[src/rtl/de1_blinker_pio_pkg.sv]
// Shared definitions for the DE1 blinker PIO family: register map, edge-type encodings,
// and the counter-sizing helpers used by the debounce logic.
// Contents: ADDR_* register offsets, edge_type_e, clog2(), cnt_width().
package de1_blinker_pio_pkg;

  // Avalon-MM register offsets (word addresses)
  localparam logic [1:0] ADDR_DATA    = 2'd0;
  localparam logic [1:0] ADDR_RSVD    = 2'd1;
  localparam logic [1:0] ADDR_IRQMASK = 2'd2;
  localparam logic [1:0] ADDR_EDGECAP = 2'd3;

  // Which debounced transition sets a bit in edgecapture
  typedef enum logic [1:0] {
    EDGE_RISING  = 2'd0,
    EDGE_FALLING = 2'd1,
    EDGE_ANY     = 2'd2
  } edge_type_e;

  // Ceiling log2; clog2(1) = 0
  function automatic int clog2(input int n);
    int r;
    r = 0;
    for (int v = 1; v < n; v = v * 2) begin
      r = r + 1;
    end
    return r;
  endfunction

  // Debounce counter width: clog2 of the hold time, never narrower than one bit
  function automatic int cnt_width(input int n);
    return (clog2(n) < 1) ? 1 : clog2(n);
  endfunction

endpackage

[src/rtl/pio_debounce_bit.sv]
// One input bit: two-flop synchroniser followed by a hold-time debounce filter.
// Latency: an input change held from edge k is reflected on deb_o at edge k+1+DEBOUNCE_CYCLES.
// Backpressure: none; free-running per clk.
// Ports:
//   clk, reset_n   clock, async active-low reset
//   in_i           asynchronous board input
//   deb_o          debounced level (registered)
//   deb_chg_o      high for the one cycle before the edge on which deb_o toggles
module pio_debounce_bit
  import de1_blinker_pio_pkg::*;
#(
  parameter int DEBOUNCE_CYCLES = 4
) (
  input  logic clk,
  input  logic reset_n,
  input  logic in_i,
  output logic deb_o,
  output logic deb_chg_o
);

  localparam int              CW      = cnt_width(DEBOUNCE_CYCLES);
  localparam logic [CW-1:0]   CNT_MAX = CW'(DEBOUNCE_CYCLES - 1);

  logic          sync1_q;
  logic          sync2_q;
  logic          deb_q, deb_d;
  logic [CW-1:0] cnt_q, cnt_d;
  logic          accept;

  always_ff @(posedge clk or negedge reset_n) begin
    if (!reset_n) begin
      sync1_q <= 1'b0;
      sync2_q <= 1'b0;
      deb_q   <= 1'b0;
      cnt_q   <= '0;
    end else begin
      sync1_q <= in_i;
      sync2_q <= sync1_q;
      deb_q   <= deb_d;
      cnt_q   <= cnt_d;
    end
  end

  // The counter runs only while the synchronised input disagrees with the accepted
  // level; any agreement (a glitch ending) restarts the hold period from zero.
  always_comb begin
    deb_d  = deb_q;
    cnt_d  = cnt_q;
    accept = 1'b0;
    if (sync2_q == deb_q) begin
      cnt_d = '0;
    end else if (cnt_q == CNT_MAX) begin
      deb_d  = sync2_q;
      cnt_d  = '0;
      accept = 1'b1;
    end else begin
      cnt_d = cnt_q + CW'(1);
    end
  end

  assign deb_o     = deb_q;
  // Combinational so edge capture in the parent registers on the same edge as deb_q.
  assign deb_chg_o = accept;

endmodule

[src/rtl/de1_blinker_input_pio.sv]
// Avalon-MM input PIO: debounced board inputs, sticky edge capture, maskable level irq.
// Latency: reads are combinational (zero wait states); writes land on the strobe edge.
// Backpressure: none; the slave never stalls the interconnect.
// Ports:
//   clk, reset_n                      clock, async active-low reset
//   address, chipselect, write_n,     Avalon-MM slave write/select; reads need no strobe
//   writedata, readdata
//   in_port                           asynchronous keys/switches
//   irq                               high while any unmasked captured edge is pending
module de1_blinker_input_pio
  import de1_blinker_pio_pkg::*;
#(
  parameter int WIDTH           = 4,
  parameter int EDGE_TYPE       = 0,
  parameter int DEBOUNCE_CYCLES = 4
) (
  input  logic             clk,
  input  logic             reset_n,
  input  logic [1:0]       address,
  input  logic             chipselect,
  input  logic             write_n,
  input  logic [31:0]      writedata,
  input  logic [WIDTH-1:0] in_port,
  output logic [31:0]      readdata,
  output logic             irq
);

  logic [WIDTH-1:0] deb;
  logic [WIDTH-1:0] deb_chg;
  logic [WIDTH-1:0] edge_ev;
  logic [WIDTH-1:0] clr_mask;
  logic [WIDTH-1:0] irqmask_q, irqmask_d;
  logic [WIDTH-1:0] edgecap_q, edgecap_d;
  logic             wr_en;
  logic             writedata_unused;

  for (genvar i = 0; i < WIDTH; i++) begin : g_bit
    pio_debounce_bit #(
      .DEBOUNCE_CYCLES(DEBOUNCE_CYCLES)
    ) u_deb (
      .clk      (clk),
      .reset_n  (reset_n),
      .in_i     (in_port[i]),
      .deb_o    (deb[i]),
      .deb_chg_o(deb_chg[i])
    );
  end

  // deb still holds the old level while deb_chg is high, so the old level gives the
  // direction: old 0 means a rise, old 1 means a fall.
  always_comb begin
    edge_ev = deb_chg;
    if (EDGE_TYPE == int'(EDGE_RISING)) begin
      edge_ev = deb_chg & ~deb;
    end else if (EDGE_TYPE == int'(EDGE_FALLING)) begin
      edge_ev = deb_chg & deb;
    end
  end

  assign wr_en = chipselect & ~write_n;

  always_comb begin
    irqmask_d = irqmask_q;
    clr_mask  = '0;
    if (wr_en && (address == ADDR_IRQMASK)) begin
      irqmask_d = writedata[WIDTH-1:0];
    end
    if (wr_en && (address == ADDR_EDGECAP)) begin
      clr_mask = writedata[WIDTH-1:0];
    end
    // Set is OR'd in after the clear so a fresh edge survives a same-cycle clear.
    edgecap_d = (edgecap_q & ~clr_mask) | edge_ev;
  end

  always_ff @(posedge clk or negedge reset_n) begin
    if (!reset_n) begin
      irqmask_q <= '0;
      edgecap_q <= '0;
    end else begin
      irqmask_q <= irqmask_d;
      edgecap_q <= edgecap_d;
    end
  end

  always_comb begin
    readdata = '0;
    case (address)
      ADDR_DATA:    readdata[WIDTH-1:0] = deb;
      ADDR_RSVD:    readdata            = '0;
      ADDR_IRQMASK: readdata[WIDTH-1:0] = irqmask_q;
      ADDR_EDGECAP: readdata[WIDTH-1:0] = edgecap_q;
      default:      readdata            = '0;
    endcase
  end

  assign irq = |(edgecap_q & irqmask_q);

  // Upper writedata bits have no storage behind them.
  assign writedata_unused = ^writedata;

endmodule

[config.mk]
export PLATFORM = sky130hd
export DESIGN_NAME = de1_blinker_input_pio
export DESIGN_NICKNAME = d
export VERILOG_FILES = /design/src/rtl/de1_blinker_pio_pkg.sv /design/src/rtl/pio_debounce_bit.sv /design/src/rtl/de1_blinker_input_pio.sv
export SDC_FILE = /design/constraint.sdc
export NUM_CORES = 1
export LEC_CHECK = 0
export CAP_MARGIN = 10
export CELL_PAD_IN_SITES_DETAIL_PLACEMENT = 0
export CELL_PAD_IN_SITES_GLOBAL_PLACEMENT = 1
export CORE_MARGIN = 3
export CORE_UTILIZATION = 29
export DETAILED_ROUTE_END_ITERATION = 7
export GPL_TIMING_DRIVEN = 0
export PLACE_DENSITY_LB_ADDON = 0.1
export SLEW_MARGIN = 20
export SYNTH_ARGS = -nofsm -noshare
export SYNTH_HDL_FRONTEND = slang
export SYNTH_HIERARCHICAL = 1
export SYNTH_SLANG_ARGS = --single-unit
[constraint.sdc]
create_clock -name clk -period 1.54 [get_ports clk]
set_clock_uncertainty 0.1 [all_clocks]
set_input_delay 0.308 -clock clk [delete_from_list [all_inputs] [get_ports clk]]
set_output_delay 0.308 -clock clk [all_outputs]
set_load 0.005 [all_outputs]
After elaboration in Yosys (flattened, before gate mapping) --
Index checks and enable logic that the tools add are counted.
Operators by class: add/subtract/negate cells 4, equality and inequality tests 11, muxes and demuxes 18, bitwise operators 12, reduce and logical (&&, ||, !) cells 8
Operators by type and width (number):
- 2-bit two-way mux | 8
- 4-bit one-hot mux with 4 select lines | 1
- 4-bit AND | 3
- 2-bit equality test (second input constant) | 6
- 2-bit by 1-bit adder with 2-bit output (second input constant) | 4
- 1-bit two-way mux | 8
- 4-bit NOT | 2
- 2-bit AND reduction | 4
- 1-bit NOT | 5
- 1-bit equality test | 4
- 4-bit two-way mux | 1
- 4-bit OR | 1
- 4-bit OR reduction | 1
- 2-bit by 1-bit equality test with 1-bit output (second input constant) | 1
- 1-bit logical AND | 2
- 2-bit logical NOT | 1
- 1-bit AND | 1
Storage, ports and cells: bits in registers 28, output and inout bits 33

Logic depth before layout (Yosys ltp) --
Gate-level depths: netlist of the first run.
depth after elaboration 7, mapped depth 4, depth with buffers taken out 4

Cells and area by module --
The synthesis of the first run kept the hierarchy.
By module, submodules not included:
- pio_debounce_bit | times used 4, cells each 11, area an instance 182.7 um^2, sequential area each 125.1 um^2
- de1_blinker_input_pio | times used 1, cells each 76, area an instance 711.9 um^2, sequential area each 200.2 um^2

Worst setup path before layout of the first run --
OpenSTA, ideal clock, no wires.
path kind input to register, start input address[0], end register irqmask_q[0], arrival time 1.051 ns, data required time 1.315 ns, setup slack 0.264 ns, stages 3, path through buf_6 and4bb_4 mux2_4
On the way: cells in the longest elaborated chain, start to end 2
Ends and longest elaborated chain:
- from (decl) | RTL line de1_blinker_input_pio.sv:19 | input logic [1:0] address,
- 2-bit equality test | RTL line de1_blinker_input_pio.sv:65 | if (wr_en && (address == ADDR_IRQMASK)) begin
- 1-bit logical AND | RTL line de1_blinker_input_pio.sv:65
- to (signal assigned) | RTL line de1_blinker_input_pio.sv:80 | irqmask_q <= irqmask_d;
- to (decl) | RTL line de1_blinker_input_pio.sv:32 | logic [WIDTH-1:0] irqmask_q, irqmask_d;
Every way passes these cells. A chain may end at the register's enable or synchronous reset.

Worst setup path in the final report of the first run --
start register irqmask_q[0], end output irq
On the way: cells in the longest elaborated chain, start to end 2
Ends and longest elaborated chain:
- 4-bit AND | RTL line de1_blinker_input_pio.sv:96 | assign irq = |(edgecap_q & irqmask_q);
- 4-bit OR reduction | RTL line de1_blinker_input_pio.sv:96
- to (decl) | RTL line de1_blinker_input_pio.sv:25 | output logic irq
Every way passes these cells.

==> report_table.html, run 1 <==
<table>
<tr><th>Metric</th><th>Value</th></tr>
<tr><th colspan="2">Placement</th></tr>
<tr><td>Pre-CTS setup slack</td><td>-0.1742 ns</td></tr>
<tr><td>Post-place instance area</td><td>1783 µm²</td></tr>
<tr><td>IO Port Bufs</td><td>16</td></tr>
<tr><td>Final HPWL DP</td><td>1893 µm</td></tr>
<tr><td>Placed Instances</td><td>230</td></tr>
<tr><td>Routability-driven placement congestion ratio</td><td>0.6665</td></tr>
<tr><th colspan="2">STA</th></tr>
<tr><td>Hold Vio Cnt, Final</td><td>0</td></tr>
<tr><td>Setup-violating endpoint count in the final report</td><td>0</td></tr>
<tr><td>Relative slew slack</td><td>58.71%</td></tr>
<tr><td>Unrepaired setup endpoints after global routing</td><td>yes</td></tr>
<tr><td>Actual transition at the worst max-transition pin</td><td>0.6194 ns</td></tr>
<tr><td>Smallest setup slack after layout</td><td>0.002627 ns</td></tr>
<tr><td>Final Critical Period</td><td>1.537 ns</td></tr>
<tr><td>Max Slew Vio Count</td><td>0</td></tr>
<tr><td>Period utilisation layout</td><td>99.83%</td></tr>
<tr><td>Fmax</td><td>650.5 MHz</td></tr>
<tr><td>Setup_tns</td><td>0 ns</td></tr>
<tr><td>Worst hold slack</td><td>0.2547 ns</td></tr>
<tr><th colspan="2">Power and ir drop</th></tr>
<tr><td>Power Dens Cells</td><td>1144 nW/µm²</td></tr>
<tr><td>P_sw</td><td>0.5979 mW</td></tr>
<tr><td>Logic gate share of total power</td><td>32.4%</td></tr>
<tr><td>Highest ir drop seen on vdd</td><td>0.5626 mV</td></tr>
<tr><td>Cell Int Power</td><td>1.566 mW</td></tr>
<tr><td>Static leakage</td><td>0.9736 nW</td></tr>
<tr><td>Power share of the clock group</td><td>20.5%</td></tr>
<tr><td>Switching Share</td><td>27.64%</td></tr>
<tr><td>Seq pwr share</td><td>47.1%</td></tr>
<tr><th colspan="2">Logic synthesis</th></tr>
<tr><td>Syn Std Cell Area</td><td>1443 µm²</td></tr>
<tr><td>Synthesized flop and latch total</td><td>28</td></tr>
<tr><td>Average footprint of a synthesized cell</td><td>12.02 µm²</td></tr>
<tr><td>Number of warnings printed during yosys synthesis</td><td>6</td></tr>
<tr><td>Share of the yosys chip area belonging to registers</td><td>48.57%</td></tr>
<tr><td>Synth Instances</td><td>120</td></tr>
<tr><td>Unique cell type count in the Yosys netlist</td><td>20</td></tr>
<tr><th colspan="2">Floorplanning</th></tr>
<tr><td>Ports</td><td>75</td></tr>
<tr><td># rows</td><td>25</td></tr>
<tr><td>Core area</td><td>4755 µm²</td></tr>
<tr><td>Starting Density</td><td>30.34%</td></tr>
<tr><td>Die Wd</td><td>76.53 µm</td></tr>
<tr><td>Die Footprint</td><td>5857 µm²</td></tr>
<tr><td>Height of the die</td><td>76.53 µm</td></tr>
<tr><th colspan="2">Routing</th></tr>
<tr><td>Met1 layer wirelength in the final routing</td><td>1103 µm</td></tr>
<tr><td>Total vias in the final route</td><td>913</td></tr>
<tr><td>Sum of met3 wire segment lengths after detailed routing</td><td>215 µm</td></tr>
<tr><td>Detail-routed net length per standard cell</td><td>10.22 µm</td></tr>
<tr><td>Detailed Routing Iterations Pass 1</td><td>4</td></tr>
<tr><td>Detail Route met2 WL</td><td>1128 µm</td></tr>
<tr><td>Top layer used by detailed routing</td><td>met4</td></tr>
<tr><td>Detail Route Antenna Nets</td><td>0</td></tr>
<tr><td>Overall routed net length</td><td>2483 µm</td></tr>
<tr><td>Via density</td><td>3.757</td></tr>
<tr><td>Remaining design rule violation count</td><td>0</td></tr>
<tr><td>First DRT Iteration DRCs</td><td>17</td></tr>
<tr><th colspan="2">Global routing</th></tr>
<tr><td>Via count of the first global-routing pass</td><td>935</td></tr>
<tr><td>Overflow after GRT</td><td>0</td></tr>
<tr><td>Initial antenna violation count</td><td>0</td></tr>
<tr><td>Largest net degree at the start of global routing</td><td>29</td></tr>
<tr><td>Gr usage total</td><td>9.207%</td></tr>
<tr><td>Global-route wire length before repair</td><td>4319 µm</td></tr>
<tr><th colspan="2">Cells and area</th></tr>
<tr><td>FILL cells</td><td>493</td></tr>
<tr><td>Area of combinational cells with multiple inputs</td><td>585.6 µm²</td></tr>
<tr><td>Area Overhead vs Synth</td><td>31.14%</td></tr>
<tr><td>Number of nets at the end of the flow</td><td>223</td></tr>
<tr><td>Post-route non-filler standard cell count</td><td>243</td></tr>
<tr><td>Register cell area after layout</td><td>700.7 µm²</td></tr>
<tr><td>Share of post-route cells with drive strength above 1</td><td>32.95%</td></tr>
<tr><td>Post-route cell area</td><td>1892 µm²</td></tr>
<tr><td>Diodes inserted</td><td>0</td></tr>
<tr><th colspan="2">Clock network</th></tr>
<tr><td>Max Buffers Root-to-Sink</td><td>2</td></tr>
<tr><td>Insertion delay of the later-clocked pin in the worst-skew pair</td><td>0.27 ns</td></tr>
<tr><td>Number of buffers added by the clock tree synthesis step</td><td>3</td></tr>
<tr><td>Maximum level of the CTS H-tree</td><td>1</td></tr>
<tr><td>Clock transition at the register clock pins on the worst setup and hold paths after CTS</td><td>0.09 ns</td></tr>
<tr><td>Clock root buffer master</td><td>sky130_fd_sc_hd__clkbuf_8</td></tr>
<tr><td>TritonCTS clock tree</td><td>done</td></tr>
<tr><td>Total clock sinks</td><td>28</td></tr>
<tr><th colspan="2">Critical path</th></tr>
<tr><td>Data arrival, critical path</td><td>1.13 ns</td></tr>
<tr><td>Required time at the worst-slack endpoint</td><td>1.13 ns</td></tr>
<tr><td>Startpoint types</td><td>flip-flop</td></tr>
<tr><td>Worst-path fanout max</td><td>2</td></tr>
<tr><td>Critical Path End Type</td><td>output port</td></tr>
<tr><td>Number of cell instances on the worst register-to-register path</td><td>5</td></tr>
<tr><td>Critical path class</td><td>flip-flop to output port</td></tr>
<tr><th colspan="2">Hold path</th></tr>
<tr><td>Tightest Hold Check Type</td><td>flip-flop to flip-flop</td></tr>
<tr><td>Cell depth of the worst hold path</td><td>0</td></tr>
<tr><th colspan="2">Job</th></tr>
<tr><td>Count of max-cap constraint violations</td><td>0</td></tr>
<tr><th colspan="2">Outcome</th></tr>
<tr><td>Result of the run</td><td>finished, final reports clean</td></tr>
</table>
-- final cells by class --
| type | instances | share of cell area [%] |
|---|---|---|
| inverter | 8 | 1.587 |
| tap | 67 | 4.431 |
| timing repair buffer | 25 | 10.78 |
| multi-input combinational | 81 | 30.95 |
| clock buffer | 4 | 2.910 |
| sequential | 28 | 37.04 |
| buffer | 30 | 12.30 |
-- worst paths after layout --
path / start / end / slack (ns)
setup / recovery: irqmask_q[0]$_DFFE_PN0P_ / irq / 0.003
hold / removal: g_bit[2].u_deb/sync1_q$_DFF_PN0_ / g_bit[2].u_deb/sync2_q$_DFF_PN0_ / 0.25
setup reg to reg: g_bit[2].u_deb/deb_o$_DFFE_PN0P_ / edgecap_q[2]$_DFF_PN0_ / 0.23
hold reg to reg: g_bit[2].u_deb/sync1_q$_DFF_PN0_ / g_bit[2].u_deb/sync2_q$_DFF_PN0_ / 0.25
max in group asynchronous: reset_n / g_bit[1].u_deb/sync1_q$_DFF_PN0_ / 0.46
min in group asynchronous: reset_n / g_bit[2].u_deb/cnt_q[0]$_DFF_PN0_ / 0.48
-- layout by cell type (no fill, tap or decap), types with 3 or more instances in the layout --
| cell type | synthesis | final |
|---|---|---|
| sky130_fd_sc_hd__xor2_1 | 4 | 4 |
| sky130_fd_sc_hd__buf_4 | 28 | 35 |
| sky130_fd_sc_hd__conb_1 | 1 | 28 |
| sky130_fd_sc_hd__dfrtp_1 | 28 | 28 |
| sky130_fd_sc_hd__nor3b_2 | 4 | 4 |
| sky130_fd_sc_hd__o21ai_1 | 0 | 3 |
| sky130_fd_sc_hd__buf_6 | 2 | 3 |
| sky130_fd_sc_hd__nand2b_1 | 4 | 4 |
| sky130_fd_sc_hd__and2_1 | 8 | 8 |
| sky130_fd_sc_hd__clkdlybuf4s50_1 | 0 | 10 |
| sky130_fd_sc_hd__mux2_1 | 4 | 4 |
| sky130_fd_sc_hd__clkbuf_8 | 0 | 4 |
| sky130_fd_sc_hd__buf_2 | 0 | 5 |
| sky130_fd_sc_hd__ha_1 | 4 | 4 |
| sky130_fd_sc_hd__o221ai_1 | 4 | 4 |
| sky130_fd_sc_hd__mux2_4 | 4 | 4 |
| sky130_fd_sc_hd__mux2i_1 | 4 | 4 |
| sky130_fd_sc_hd__inv_1 | 8 | 8 |
| sky130_fd_sc_hd__nand3_1 | 4 | 4 |
-- critical path: stages, from the launching register on --
cell                      delay (ns)
sky130_fd_sc_hd__dfrtp_1        0.40
sky130_fd_sc_hd__buf_6          0.12
sky130_fd_sc_hd__a22oi_2        0.10
sky130_fd_sc_hd__nand2_1        0.09
sky130_fd_sc_hd__buf_2          0.13
-- Yosys cell counts, drive strengths merged --
cell type | n | area, µm²
a22oi | 2 | 15.01
nand3 | 4 | 20.02
inv | 8 | 30.03
mux2i | 4 | 40.04
conb | 1 | 3.750
and2 | 8 | 50.05
nand2b | 4 | 25.02
and4b | 1 | 10.01
ha | 4 | 50.05
nor3b | 4 | 50.05
and4bb | 1 | 16.27
dfrtp | 28 | 700.7
nand2 | 1 | 3.750
o21ai | 4 | 20.02
buf | 30 | 232.7
o221ai | 4 | 35.03
xor2 | 4 | 35.03
mux2 | 8 | 105.1
-- power by group through the flow --
stage / Combinational (mW) / Sequential (mW) / Clock [mW]
floorplan: 0.421 / 1.03 / 0
global placement: 0.556 / 1.06 / 0
detailed placement: 0.572 / 1.07 / 0
CTS: 0.715 / 1.02 / 0.468
global route: 0.808 / 1.04 / 0.500
finish: 0.701 / 1.02 / 0.443
-- flip-flops by register name (all words and copies together) (netlist names) --
register,count
edgecap_q,4
g_bit.u_deb/cnt_q,8
g_bit.u_deb/deb_o,4
g_bit.u_deb/sync1_q,4
g_bit.u_deb/sync2_q,4
irqmask_q,4
-- metal layers --
metal | GRT usage (%) | vias up
met2 | 13.97 | 40
met4 | 4.348 | 0
met5 | 0 | -
met1 | 12.07 | 412
li1 | - | 457
met3 | 2.600 | 4
-- cell families (layout without fill, tap and decap cells) --
group / after synthesis / in the layout / synth area share, %
and+or+nand+nor: 23 / 23 / 12.14
xor gates and xnor gates: 4 / 4 / 2.428
DFF: 28 / 28 / 48.57
adders and majority gates: 4 / 4 / 3.469
other: 1 / 28 / 0.2599
AOI/OAI and AO/OA: 10 / 10 / 4.856
buffers and inverters: 38 / 67 / 18.21
muxes: 12 / 12 / 10.06
-- what timing repair did --
| item | CTS | global route |
|---|---|---|
| gates resized for setup | 22 | 2 |
| endpoints found under the setup margin | 5 | 4 |
| hold buffers | 1 | 0 |
| pin swaps | 3 | 0 |
| buffers inserted | 9 | 0 |
| hold endpoints to repair | 28 | 0 |
-- stage by stage --
step	util (%)	total power, mW
5_1_grt	39.79	2.350
3_5_place_dp	37.50	1.642
3_3_place_gp	37.61	1.618
2_1_floorplan	-	1.453
6_report	39.79	2.164
4_1_cts	40.03	2.204
(Power assumes the default switching activity.)
==> run 2, diff against run 1 <==
- REMOVE_ABC_BUFFERS: not set -> 1
==> report_table.html, run 2 (synthesized netlist as in run 1, its figures left out) <==
<table>
<tr><th>Metric</th><th>Value</th></tr>
<tr><th colspan="2">Critical path</th></tr>
<tr><td>Critical path buffers and inverters</td><td>2 (unchanged)</td></tr>
<tr><td>Register-to-register path setup slack</td><td>0.27 ns (+0.04 ns)</td></tr>
<tr><td>Data arrival, critical path</td><td>1.13 ns (about the same)</td></tr>
<tr><td>Number of cell instances on the worst register-to-register path</td><td>5 (unchanged)</td></tr>
<tr><td>Worst-path fanout max</td><td>2 (unchanged)</td></tr>
<tr><td>Critical path class</td><td>flip-flop to output port</td></tr>
<tr><td>Reg-to-Reg Start</td><td>g_bit[3].u_deb/deb_o$_DFFE_PN0P_</td></tr>
<tr><td>Required time at the worst-slack endpoint</td><td>1.13 ns (about the same)</td></tr>
<tr><td>Startpoint types</td><td>flip-flop</td></tr>
<tr><td>Delay of the slowest cell on the worst path</td><td>0.40 ns (about the same)</td></tr>
<tr><td>Master of the slowest instance on the critical path</td><td>sky130_fd_sc_hd__dfrtp_1</td></tr>
<tr><td>CP Cell Sequence</td><td>buf_6, mux2i_1, o21ai_1, buf_2</td></tr>
<tr><td>Family with the most delay on the worst path</td><td>flip-flops</td></tr>
<tr><td>Reg-to-Reg End</td><td>edgecap_q[3]$_DFF_PN0_</td></tr>
<tr><td>Critical Path End Type</td><td>output port</td></tr>
<tr><th colspan="2">Routing</th></tr>
<tr><td>First DRT Iteration DRCs</td><td>50 (+33)</td></tr>
<tr><td>Remaining design rule violation count</td><td>0 (unchanged)</td></tr>
<tr><td>Detail-routed net length per standard cell</td><td>11.00 µm (+7.7%)</td></tr>
<tr><td>Overall routed net length</td><td>2355 µm (-5.2%)</td></tr>
<tr><td>Via density</td><td>3.822 (+1.7%)</td></tr>
<tr><td>Detail Route Antenna Nets</td><td>0 (unchanged)</td></tr>
<tr><td>Total vias in the final route</td><td>818 (-10%)</td></tr>
<tr><td>Detailed Routing Iterations Pass 1</td><td>4 (unchanged)</td></tr>
<tr><th colspan="2">STA</th></tr>
<tr><td>Fmax</td><td>651.5 MHz (+0.15%)</td></tr>
<tr><td>Actual transition at the worst max-transition pin</td><td>0.6277 ns (+0.008332 ns)</td></tr>
<tr><td>Setup-violating endpoint count in the final report</td><td>0 (unchanged)</td></tr>
<tr><td>Hold Vio Cnt, Final</td><td>0 (unchanged)</td></tr>
<tr><td>Max Slew Vio Count</td><td>0 (unchanged)</td></tr>
<tr><td>Worst hold slack</td><td>0.2529 ns (-0.001835 ns)</td></tr>
<tr><td>Setup_tns</td><td>0 ns (unchanged)</td></tr>
<tr><td>Period utilisation layout</td><td>99.68% (-0.15 points)</td></tr>
<tr><td>Final Critical Period</td><td>1.535 ns (-0.002341 ns)</td></tr>
<tr><td>Unrepaired setup endpoints after global routing</td><td>yes</td></tr>
<tr><td>Relative slew slack</td><td>58.15% (-0.56 points)</td></tr>
<tr><th colspan="2">Floorplanning</th></tr>
<tr><td>Ports</td><td>75 (unchanged)</td></tr>
<tr><td>Height of the die</td><td>76.53 µm (unchanged)</td></tr>
<tr><td>Die Wd</td><td>76.53 µm (unchanged)</td></tr>
<tr><td>Core area</td><td>4755 µm² (unchanged)</td></tr>
<tr><td>Starting Density</td><td>30.34% (unchanged)</td></tr>
<tr><td>Die Footprint</td><td>5857 µm² (unchanged)</td></tr>
<tr><td># rows</td><td>25 (unchanged)</td></tr>
<tr><th colspan="2">Cells and area</th></tr>
<tr><td>Area Overhead vs Synth</td><td>15.09%</td></tr>
<tr><td>Top reg by flops</td><td>g_bit.u_deb/cnt_q</td></tr>
<tr><td>Diodes inserted</td><td>0 (unchanged)</td></tr>
<tr><td>Number of nets at the end of the flow</td><td>195 (-13%)</td></tr>
<tr><td>Max reg flops</td><td>8 (unchanged)</td></tr>
<tr><td>Post-route cell area</td><td>1660 µm² (-12%)</td></tr>
<tr><td>Highest-count cells in the layout ignoring fill and taps</td><td>sky130_fd_sc_hd__conb_1 (28), sky130_fd_sc_hd__dfrtp_1 (28), sky130_fd_sc_hd__clkdlybuf4s50_1 (10)</td></tr>
<tr><td>FILL cells</td><td>478 (-3.0%)</td></tr>
<tr><td>Share of post-route cells with drive strength above 1</td><td>19.73% (-13 points)</td></tr>
<tr><th colspan="2">Global routing</th></tr>
<tr><td>Initial antenna violation count</td><td>0 (unchanged)</td></tr>
<tr><td>Overflow after GRT</td><td>0 (unchanged)</td></tr>
<tr><td>Via count of the first global-routing pass</td><td>821 (-12%)</td></tr>
<tr><td>Largest net degree at the start of global routing</td><td>29 (unchanged)</td></tr>
<tr><td>Gr usage total</td><td>8.565% (-0.64 points)</td></tr>
<tr><td>Global-route wire length before repair</td><td>4029 µm (-6.7%)</td></tr>
<tr><th colspan="2">Power and ir drop</th></tr>
<tr><td>Cell Int Power</td><td>1.446 mW (-7.7%)</td></tr>
<tr><td>Switching Share</td><td>28.33% (+0.70 points)</td></tr>
<tr><td>Power share of the clock group</td><td>19.0% (-1.5 points)</td></tr>
<tr><td>Highest ir drop seen on vdd</td><td>0.4173 mV (-26%)</td></tr>
<tr><td>Static leakage</td><td>0.8101 nW (-17%)</td></tr>
<tr><td>P_sw</td><td>0.5716 mW (-4.4%)</td></tr>
<tr><td>Power Dens Cells</td><td>1215 nW/µm² (+6.2%)</td></tr>
<tr><td>Seq pwr share</td><td>50.7% (+3.6 points)</td></tr>
<tr><td>Logic gate share of total power</td><td>30.3% (-2.1 points)</td></tr>
<tr><th colspan="2">Clock network</th></tr>
<tr><td>Insertion delay of the later-clocked pin in the worst-skew pair</td><td>0.27 ns (about the same)</td></tr>
<tr><td>Total clock sinks</td><td>28 (unchanged)</td></tr>
<tr><td>Clock root buffer master</td><td>sky130_fd_sc_hd__clkbuf_8</td></tr>
<tr><td>Clock transition at the register clock pins on the worst setup and hold paths after CTS</td><td>0.08 ns (about the same)</td></tr>
<tr><td>Maximum level of the CTS H-tree</td><td>1 (unchanged)</td></tr>
<tr><td>TritonCTS clock tree</td><td>done</td></tr>
<tr><td>Number of buffers added by the clock tree synthesis step</td><td>3 (unchanged)</td></tr>
<tr><td>Max Buffers Root-to-Sink</td><td>2 (unchanged)</td></tr>
<tr><th colspan="2">Hold path</th></tr>
<tr><td>Cell depth of the worst hold path</td><td>0 (unchanged)</td></tr>
<tr><td>Hold EP</td><td>g_bit[2].u_deb/sync2_q$_DFF_PN0_</td></tr>
<tr><td>Critical hold path startpoint</td><td>g_bit[2].u_deb/sync1_q$_DFF_PN0_</td></tr>
<tr><td>Tightest Hold Check Type</td><td>flip-flop to flip-flop</td></tr>
<tr><th colspan="2">Job</th></tr>
<tr><td>Count of max-cap constraint violations</td><td>0 (unchanged)</td></tr>
<tr><th colspan="2">Placement</th></tr>
<tr><td>Routability-driven placement congestion ratio</td><td>0.6868 (+3.0%)</td></tr>
<tr><td>Post-place instance area</td><td>1570 µm² (-12%)</td></tr>
<tr><td>Final HPWL DP</td><td>1681 µm (-11%)</td></tr>
<tr><td>IO Port Bufs</td><td>18 (+2)</td></tr>
<tr><th colspan="2">Outcome</th></tr>
<tr><td>Result of the run</td><td>finished, final reports clean</td></tr>
</table>
[run 2: what timing repair did]
action / 4_1_cts / 5_1_grt
resized for setup: 30 / 2
pin swaps: 4 / 1
endpoints found under the hold margin: 28 / 0
setup buffers: 7 / 1
setup endpoints to repair: 13 / 5
hold buffers: 1 / 0
cloned: 0 / 0
[run 2: worst max path at each step]
stage | from | end | slack [ns] | cells past startpoint
after detailed placement | address[1] | readdata[1] | -0.82 | 4
after CTS | irqmask_q[1]$_DFFE_PN0P_ | readdata[1] | -0.02 | 4
after global placement | address[1] | readdata[1] | -0.83 | 4
after global routing | irqmask_q[1]$_DFFE_PN0P_ | readdata[1] | -0.05 | 4
final | irqmask_q[1]$_DFFE_PN0P_ | readdata[1] | 0.005 | 4
after floorplan | write_n | irqmask_q[0]$_DFFE_PN0P_ | 0.35 | 2
[run 2: per-stage QoR]
stage	setup WS (ns)	std cells	power [mW]	util, %
floorplan	0.3521	117	1.391	-
global placement	-0.8291	202	1.566	33.13
detailed placement	-0.8164	202	1.586	33.03
CTS	-0.01566	213	2.043	34.79
global route	-0.05450	214	2.199	34.92
finish	0.004969	214	2.017	34.92
[run 2: metal layers]
layer / global-route usage (%) / vias to the layer above / share of wire [%]
met4: 3.804 / 0 / 0.64
li1: - / 401 / -
met3: 2.128 / 2 / 7.8
met5: 0 / - / 0
met1: 11.95 / 373 / 50
met2: 12.48 / 42 / 42
[run 2: area by class of cell]
cell class	count	area, µm²	area share (%)
timing repair buffer	27	220.2	13.26
tap	67	83.83	5.049
inverter	8	30.03	1.809
sequential	28	700.7	42.20
multi-input combinational	81	584.3	35.19
clock buffer	3	41.29	2.487
[run 2: power groups by stage]
| stage | Clock, mW | Combinational (mW) | Sequential [mW] |
|---|---|---|---|
| finish | 0.383 | 0.611 | 1.02 |
| global route | 0.436 | 0.714 | 1.05 |
| CTS | 0.405 | 0.611 | 1.03 |
| detailed placement | 0 | 0.515 | 1.07 |
| global placement | 0 | 0.505 | 1.06 |
| floorplan | 0 | 0.359 | 1.03 |
==> run 3, diff against run 2 <==
- PLACE_DENSITY_LB_ADDON: 0.1 -> 0.15
==> report_table.html, run 3 (synthesized netlist as in run 1, its figures left out) <==
<table>
<tr><th>Metric</th><th>Value</th></tr>
<tr><th colspan="2">Global routing</th></tr>
<tr><td>Via count of the first global-routing pass</td><td>782 (-4.8%)</td></tr>
<tr><td>Global-route wire length before repair</td><td>3829 µm (-5.0%)</td></tr>
<tr><td>Overflow after GRT</td><td>0 (unchanged)</td></tr>
<tr><td>Gr usage total</td><td>8.262% (-0.30 points)</td></tr>
<tr><td>Initial antenna violation count</td><td>0 (unchanged)</td></tr>
<tr><td>Largest net degree at the start of global routing</td><td>29 (unchanged)</td></tr>
<tr><th colspan="2">Power and ir drop</th></tr>
<tr><td>Highest ir drop seen on vdd</td><td>0.3961 mV (-5.1%)</td></tr>
<tr><td>Power Dens Cells</td><td>1227 nW/µm² (+0.99%)</td></tr>
<tr><td>Static leakage</td><td>0.8113 nW (+0.14%)</td></tr>
<tr><th colspan="2">Critical path</th></tr>
<tr><td>Master of the slowest instance on the critical path</td><td>sky130_fd_sc_hd__dfrtp_1</td></tr>
<tr><td>Critical Path End Type</td><td>output port</td></tr>
<tr><td>Required time at the worst-slack endpoint</td><td>1.13 ns (about the same)</td></tr>
<tr><td>Register-to-register path setup slack</td><td>0.26 ns (about the same)</td></tr>
<tr><td>Family with the most delay on the worst path</td><td>flip-flops</td></tr>
<tr><td>Startpoint types</td><td>flip-flop</td></tr>
<tr><td>Worst-path fanout max</td><td>3 (+1)</td></tr>
<tr><td>Delay of the slowest cell on the worst path</td><td>0.39 ns (about the same)</td></tr>
<tr><td>Critical path class</td><td>flip-flop to output port</td></tr>
<tr><td>Critical path buffers and inverters</td><td>2 (unchanged)</td></tr>
<tr><td>Data arrival, critical path</td><td>1.15 ns (+0.02 ns)</td></tr>
<tr><td>CP Cell Sequence</td><td>buf_6, a22oi_2, nand2_1, buf_2</td></tr>
<tr><th colspan="2">Placement</th></tr>
<tr><td>IO Port Bufs</td><td>18 (unchanged)</td></tr>
<tr><td>Final HPWL DP</td><td>1746 µm (+3.8%)</td></tr>
<tr><td>Routability-driven placement congestion ratio</td><td>0.6843 (-0.36%)</td></tr>
<tr><td>Pre-CTS setup slack</td><td>-0.8090 ns (+0.007392 ns)</td></tr>
<tr><th colspan="2">Cells and area</th></tr>
<tr><td>Highest-count cells in the layout ignoring fill and taps</td><td>sky130_fd_sc_hd__conb_1 (28), sky130_fd_sc_hd__dfrtp_1 (28), sky130_fd_sc_hd__clkdlybuf4s50_1 (10)</td></tr>
<tr><td>Register cell area after layout</td><td>700.7 µm² (unchanged)</td></tr>
<tr><td>Number of nets at the end of the flow</td><td>195 (unchanged)</td></tr>
<tr><td>Area Overhead vs Synth</td><td>15.44%</td></tr>
<tr><td>Diodes inserted</td><td>0 (unchanged)</td></tr>
<tr><td>Max reg flops</td><td>8 (unchanged)</td></tr>
<tr><td>Top reg by flops</td><td>g_bit.u_deb/cnt_q</td></tr>
<tr><td>FILL cells</td><td>495 (+3.6%)</td></tr>
<tr><td>Share of post-route cells with drive strength above 1</td><td>19.73% (unchanged)</td></tr>
<tr><td>Area of combinational cells with multiple inputs</td><td>585.6 µm² (+0.21%)</td></tr>
<tr><th colspan="2">STA</th></tr>
<tr><td>Max Slew Vio Count</td><td>0 (unchanged)</td></tr>
<tr><td>Setup-violating endpoint count in the final report</td><td>1 (+1)</td></tr>
<tr><td>Hold Vio Cnt, Final</td><td>0 (unchanged)</td></tr>
<tr><td>Relative slew slack</td><td>57.47% (-0.69 points)</td></tr>
<tr><td>Unrepaired setup endpoints after global routing</td><td>yes</td></tr>
<tr><td>Actual transition at the worst max-transition pin</td><td>0.6380 ns (+0.01030 ns)</td></tr>
<tr><td>Worst hold slack</td><td>0.2528 ns (-0.00009800 ns)</td></tr>
<tr><td>Period utilisation layout</td><td>101.2% (+1.5 points)</td></tr>
<tr><td>Fmax</td><td>641.9 MHz (-1.5%)</td></tr>
<tr><td>Final Critical Period</td><td>1.558 ns (+0.02279 ns)</td></tr>
<tr><td>Smallest setup slack after layout</td><td>-0.01782 ns (-0.02279 ns)</td></tr>
<tr><th colspan="2">Job</th></tr>
<tr><td>Count of max-cap constraint violations</td><td>0 (unchanged)</td></tr>
<tr><th colspan="2">Clock network</th></tr>
<tr><td>Max Buffers Root-to-Sink</td><td>2 (unchanged)</td></tr>
<tr><td>Number of buffers added by the clock tree synthesis step</td><td>3 (unchanged)</td></tr>
<tr><td>TritonCTS clock tree</td><td>done</td></tr>
<tr><td>Maximum level of the CTS H-tree</td><td>1 (unchanged)</td></tr>
<tr><td>Clock root buffer master</td><td>sky130_fd_sc_hd__clkbuf_8</td></tr>
<tr><td>Clock transition at the register clock pins on the worst setup and hold paths after CTS</td><td>0.09 ns (about the same)</td></tr>
<tr><td>Insertion delay of the later-clocked pin in the worst-skew pair</td><td>0.27 ns (about the same)</td></tr>
<tr><td>Total clock sinks</td><td>28 (unchanged)</td></tr>
<tr><th colspan="2">Floorplanning</th></tr>
<tr><td>Core area</td><td>4755 µm² (unchanged)</td></tr>
<tr><td>Die Wd</td><td>76.53 µm (unchanged)</td></tr>
<tr><td># rows</td><td>25 (unchanged)</td></tr>
<tr><td>Die Footprint</td><td>5857 µm² (unchanged)</td></tr>
<tr><td>Height of the die</td><td>76.53 µm (unchanged)</td></tr>
<tr><td>Starting Density</td><td>30.34% (unchanged)</td></tr>
<tr><td>Ports</td><td>75 (unchanged)</td></tr>
<tr><th colspan="2">Routing</th></tr>
<tr><td>First DRT Iteration DRCs</td><td>32 (-36%)</td></tr>
<tr><td>Overall routed net length</td><td>2422 µm (+2.8%)</td></tr>
<tr><td>Remaining design rule violation count</td><td>0 (unchanged)</td></tr>
<tr><td>Via density</td><td>3.935 (+2.9%)</td></tr>
<tr><td>Detail-routed net length per standard cell</td><td>11.32 µm (+2.8%)</td></tr>
<tr><td>Total vias in the final route</td><td>842 (+2.9%)</td></tr>
<tr><td>Detail Route Antenna Nets</td><td>0 (unchanged)</td></tr>
<tr><td>Detailed Routing Iterations Pass 1</td><td>4 (unchanged)</td></tr>
<tr><th colspan="2">Outcome</th></tr>
<tr><td>Result of the run</td><td>finished, violations left</td></tr>
<tr><td>Failing checks</td><td>setup timing</td></tr>
<tr><th colspan="2">Hold path</th></tr>
<tr><td>Tightest Hold Check Type</td><td>flip-flop to flip-flop</td></tr>
</table>
## run 3: cell counts in the layout (fill, tap and decap cells not counted)
No cell type changed its count.
## run 3: worst paths after layout
kind / startpoint / to / depth (start not counted)
setup / recovery: edgecap_q[2]$_DFF_PN0_ / irq / 4
hold / removal: g_bit[0].u_deb/sync1_q$_DFF_PN0_ / g_bit[0].u_deb/sync2_q$_DFF_PN0_ / 0
setup reg to reg: g_bit[2].u_deb/deb_o$_DFFE_PN0P_ / edgecap_q[2]$_DFF_PN0_ / 5
hold reg to reg: g_bit[0].u_deb/sync1_q$_DFF_PN0_ / g_bit[0].u_deb/sync2_q$_DFF_PN0_ / 0
max in group asynchronous: reset_n / irqmask_q[1]$_DFFE_PN0P_ / 2
min in group asynchronous: reset_n / g_bit[1].u_deb/cnt_q[0]$_DFF_PN0_ / 2
## run 3: power by group
part | switching, mW | leakage (nW) | internal [mW]
sequential | 0.103 | 0.329 | 0.913
clock | 0.210 | 0.0216 | 0.175
combinational | 0.269 | 0.461 | 0.374
total | 0.581 | 0.811 | 1.46
## run 3: layout make-up
type / count / area share, %
Tap cell: 67 / 5.034
Sequential cell: 28 / 42.07
Timing Repair Buffer: 27 / 13.45
Clock buffer: 3 / 2.479
Inverter: 8 / 1.803
Multi-Input combinational cell: 81 / 35.16
## run 3: metrics by stage
step	cells	power, mW	TNS (ns)	cell area [µm²]	utilization [%]
final	214	2.043	-0.01782	1665	35.03
after global routing	214	2.200	-0.1048	1665	35.03
after CTS	213	2.073	-0.03496	1659	34.89
after detailed placement	202	1.591	-6.171	1570	33.03
after global placement	202	1.564	-15.70	1575	33.13
after floorplan	117	1.391	0	1311	-
## run 3: what timing repair did
| action | CTS | global route |
|---|---|---|
| setup buffers | 7 | 1 |
| endpoints found under the setup margin | 13 | 4 |
| hold buffers | 1 | 0 |
| pin swaps | 2 | 2 |
| gates resized for setup | 31 | 2 |
| hold endpoints to repair | 28 | 0 |
## run 3: routing by layer
layer  vias to the layer above  wire, µm  global-route usage (%)
met1                       394      1153                   10.53
met3                         5       185                   2.128
li1                        400         -                       -
met4                         0        43                   4.348
met2                        43      1040                   12.83
met5                         -         0                       0
